$ cat src/rtl/fc_layer_seq.sv
// Stream-to-vector sequencer for a combinational FC layer: gathers IN elements,
// holds them on vec_x, waits LAT cycles, then offers the layer result downstream.
module fc_layer_seq #(
  parameter int WIDTH = 8,
  parameter int IN    = 84,
  parameter int OUT_W = 22,
  parameter int LAT   = 1,
  parameter int CNT_W = 16
) (
  input  logic                  clk,
  input  logic                  rst,
  input  logic                  s_valid,
  output logic                  s_ready,
  input  logic [WIDTH-1:0]      s_data,
  input  logic                  s_last,
  output logic [IN*WIDTH-1:0]   vec_x,
  input  logic [OUT_W-1:0]      layer_z,
  output logic                  m_valid,
  input  logic                  m_ready,
  output logic [OUT_W-1:0]      m_data,
  output logic                  busy,
  output logic                  err_len,
  output logic [CNT_W-1:0]      frame_cnt
);

  localparam int IDX_W = (IN > 1) ? $clog2(IN) : 1;
  localparam int WC_W  = (LAT > 1) ? $clog2(LAT) : 1;
  localparam logic [IDX_W-1:0] IDX_LAST = IDX_W'(IN - 1);
  localparam logic [WC_W-1:0]  WC_LAST  = WC_W'(LAT - 1);

  typedef enum logic [1:0] {LOAD, COMPUTE, OUTPUT} state_t;

  state_t           state, state_nxt;
  logic [IDX_W-1:0] idx;
  logic [WC_W-1:0]  wcnt;
  logic             s_fire, m_fire, beat_end, wait_done;

  assign s_fire    = s_valid && s_ready;
  assign m_fire    = m_valid && m_ready;
  assign beat_end  = (idx == IDX_LAST);
  assign wait_done = (wcnt == WC_LAST);

  always_ff @(posedge clk or posedge rst) begin
    if (rst) state <= LOAD;
    else     state <= state_nxt;
  end

  always_comb begin
    state_nxt = state;
    case (state)
      LOAD:    if (s_fire && beat_end) state_nxt = COMPUTE;
      COMPUTE: if (wait_done)          state_nxt = OUTPUT;
      OUTPUT:  if (m_fire)             state_nxt = LOAD;
      default:                         state_nxt = LOAD;
    endcase
  end

  // s_ready is gated by rst so nothing is accepted while reset is held.
  always_comb begin
    s_ready = (state == LOAD) && !rst;
    m_valid = (state == OUTPUT);
    busy    = (state != LOAD);
  end

  always_ff @(posedge clk or posedge rst) begin
    if (rst) begin
      idx       <= '0;
      wcnt      <= '0;
      vec_x     <= '0;
      m_data    <= '0;
      frame_cnt <= '0;
      err_len   <= 1'b0;
    end else begin
      // Length error: full count without s_last, or s_last before full count.
      err_len <= s_fire && (beat_end ^ s_last);
      if (s_fire) begin
        vec_x[idx*WIDTH +: WIDTH] <= s_data;
        idx <= (beat_end || s_last) ? '0 : idx + 1'b1;
      end
      if (state == COMPUTE) begin
        wcnt <= wait_done ? '0 : wcnt + 1'b1;
        if (wait_done) m_data <= layer_z;
      end else begin
        wcnt <= '0;
      end
      if (m_fire) frame_cnt <= frame_cnt + 1'b1;
    end
  end

endmodule

$ cat config.mk
export PLATFORM = sky130hd
export DESIGN_NAME = fc_layer_seq
export DESIGN_NICKNAME = d
export VERILOG_FILES = /design/src/rtl/fc_layer_seq.sv
export SDC_FILE = /design/constraint.sdc
export NUM_CORES = 1
export LEC_CHECK = 0
export ABC_AREA = 1
export BUFFER_PORTS_ARGS = -buffer_cell sky130_fd_sc_hd__buf_2
export CORE_AREA = 8 8 283 285
export CTS_BUF_LIST = sky130_fd_sc_hd__clkbuf_4 sky130_fd_sc_hd__clkbuf_8
export DETAILED_ROUTE_END_ITERATION = 8
export DIE_AREA = 0 0 291 293
export MAX_ROUTING_LAYER = met4
export PLACE_DENSITY = 0.67
export SYNTH_ARGS = -nofsm -noshare
export SYNTH_HDL_FRONTEND = slang
export SYNTH_SLANG_ARGS = --single-unit
$ cat constraint.sdc
create_clock -name clk -period 30.1 [get_ports clk]
set_input_delay 4.515 -clock clk [delete_from_list [all_inputs] [get_ports clk]]
set_output_delay 4.515 -clock clk [all_outputs]
set_load 0.1 [all_outputs]
==> results.md <==
* Max rail drop VDD at approximately 71 uV
* CP max-delay cell: buf_2
* Placed inst area at 0.0373 mm^2
* Initial antenna violation count at 5
* Multi-input logic area at between 0.01 and 0.015 mm^2
* First-pass GRT wire length at 201 mm
* Bufs on Longest Clock Path at 3
* Crit. path cell count at 3
* Largest net degree at the start of global routing at ~210
* Status: finished, final reports clean
* Leakage power at ~23 nW
* Crit path DAT at between 5 and 6 ns
* Setup_tns at 0 ns
* Critical path endpoint category: primary output
* Fin. Hold Viols at 0
* Worst hold path class: flip-flop to flip-flop
* Skew final at 0.0391 ns
* Setup ws final at about 20 ns
* First drt pass iteration count at 7
* Routed vias at approximately 33000
* Reg2Reg Depth at 15
* Worst Setup Start Kind: input port
* Finished Cell Area at 0.0399 mm^2
* Starting DRC count in detailed routing at 3874
* IO Port Bufs at around 750
* Relative max-transition margin at a little under an eighth
* Root Driver: clkbuf_8
* I/O Pins at 749
* Slew Viols, Final at 0
* Synth top area cells: dfrtp_1, nand2_1, nand4_1
* Total GRT Usage at a little under a third
* Measured slew at the worst slew-check pin at roughly 1.3 ns
* Hold Path Stages at 2
* Critical path buffers and inverters at 2
* Via density at roughly 5.7
* Reg area at 0.0180 mm^2
* Hold buffers post-CTS at 0
* Final #Nets at 4766
* Post-Layout Cell Count at 5800
* Worst path cell trace: buf_2 -> nor2_1 -> buf_2
* Number of nets with antenna violations after routing at 0
* Top Family by Delay on Critical Path: buffers and inverters
* Initial Util at 43.8%
* Pre-CTS setup slack at ~20 ns
* Fmax at 103 MHz
* Clk sinks at 720
* Crit path top cell by count: buf_2
* Dpl cells at around 5600
* Clk Latency, worst-skew pair at 0.74 ns
* H-tree levels at 3
* CP Class: input port to primary output
* Post_cts resized at 0
* Die ar. at about 0.085 mm^2
* RSZ-0062 raised after global routing: false
* WL per Instance at 23.4 um
* Synth Instances at ~4100
* Area delta synth->final at 20.7%
* CTS tree: built
* Period utilisation layout at between 30% and 40%
* Crit path largest cell delay at 0.44 ns
* Power Total at ~2.7 mW
* Layout fillers at just over 7000
* Share of cells above drive strength 1 at ~22%
* Sequential area share after synthesis at a little over half
* Overflow after GRT at 0
* Syn. warnings at 0
* Required time of the critical path at roughly 26 ns
* Final HPWL DP at ~96 mm
* Synth top area share at around 55%
* Register clock-pin slew on the reported worst setup and hold paths at around 0.060 ns
* Max cap viols at 0
* Synth Cell Area at approximately 0.033 mm^2
* #FFs+latches synth at roughly 700
* Library cells used by synthesis at 33
* # rows at 101
* Residual DRC count at 0
* Final setup viols at 0
* Post-CTS setup buffer count at 0
* Power per Cell Area at 68.9 mW/mm^2
* Avg Cell Area, Syn at a little over 8 um^2
* Final wirelength at 136 mm
* Core ar. at about 0.075 mm^2
* Tmin final at between 9 and 10 ns
* Die W at a little under 300 um
* Mapped Nets at 4135
* TritonCTS buffer count at 119
* Vias in the first global route at 30900
* Die H at 293 um
* Crit Path Max Fanout at 2
* Placer congestion estimate at approximately 0.94
* Largest area contributor in the netlist: dfrtp_1
area by class of cell:
class,instances,area share [%]
sequential,720,45.2
multi-input combinational,2923,33.3
timing repair buffer,792,10.3
clock buffer,193,5.95
tap,978,3.07
inverter,170,1.64
clock inverter,20,0.590
antenna,4,0.0251
cells by family after synthesis:
logic type	Yosys count	synth area share, %
adder cells (fa/ha/maj)	5	0.189
AND/OR/NAND/NOR	2743	36.2
buffers and inverters	452	5.74
flip-flops	720	54.5
XOR/XNOR	17	0.473
multiplexers	23	0.783
AO/OA/AOI/OAI	135	2.07
worst reg2reg max path: cells and delay by family (launching register included):
kind / cells / cell delay, ns
DFF: 1 / 0.84
and+or+nand+nor: 9 / 2.07
adders and majority gates: 2 / 0.80
buffers and inverters: 4 / 2.34
power breakdown:
part	switching [mW]	leakage (nW)	internal, mW
registers	0.0128	9.99	0.979
clock network	0.419	1.39	0.526
logic	0.718	11.6	0.0914
total	1.15	22.9	1.60
per-layer routing:
| layer | vias up | wire [um] | track usage [%] | share of wire [%] |
|---|---|---|---|---|
| li1 | 14800 | - | - | - |
| met1 | 15900 | 54900 | 40.5 | 40 |
| met2 | 1871 | 60400 | 46.5 | 45 |
| met3 | 350 | 12800 | 6.99 | 9.4 |
| met4 | 0 | 7590 | 14.9 | 5.6 |
| met5 | - | 0 | - | 0 |
placed cells by master (no fill, tap or decap), types with 3 or more instances in the layout:
cell type,instances
nand2_1,1537
buf_2,748
dfrtp_1,720
nand4_1,481
nor2_1,407
nand3_1,203
inv_1,155
clkbuf_8,148
o21ai_0,114
nor3_1,74
clkbuf_4,45
buf_4,41
mux2_2,23
nor2_2,18
inv_2,12
nor2_4,11
xor2_1,11
o21ai_1,10
clkinv_2,9
a21oi_1,6
ha_1,5
diode_2,4
inv_8,4
xnor2_1,4
o22ai_1,3
bufinv_16,3
buf_12,3
state kept, by name, indices dropped and copies added, names as in the netlist:
signal	count
idx	7
vec_x	672
state	2
frame_cnt	16
err_len	1
m_data	22
stage by stage:
stage	hold WS (ns)	util, %
2_1_floorplan	0.529	-
3_5_place_dp	0.453	49.4
4_1_cts	0.469	52.9
5_1_grt	0.484	52.9
6_report	0.466	52.9
3_3_place_gp	0.451	49.4
cell usage after synthesis, drive strengths merged:
| cell | n |
|---|---|
| clkbuf | 110 |
| nand4 | 482 |
| ha | 5 |
| inv | 169 |
| nand3 | 203 |
| a21oi | 6 |
| o21ai | 124 |
| nand3b | 2 |
| xnor2 | 5 |
| clkinv | 1 |
| o21a | 1 |
| mux2 | 23 |
| nor3 | 78 |
| xor2 | 12 |
| nor4 | 1 |
| a31oi | 1 |
| o22ai | 3 |
| buf | 172 |
| nor2 | 436 |
| dfrtp | 720 |
| nand2 | 1541 |
worst paths after layout:
path / start / to / slack, ns
worst max-delay path: rst / s_ready / 20.35
min in group asynchronous: rst / vec_x[448] / 3.86
max in group asynchronous: rst / vec_x[159] / 22.94
worst max register to register: idx[0] / vec_x[527] / 23.94
worst min register to register: vec_x[230] / vec_x[230] / 0.47
worst min-delay path: vec_x[230] / vec_x[230] / 0.47
No activity file was read; power rests on OpenSTA's default activity.
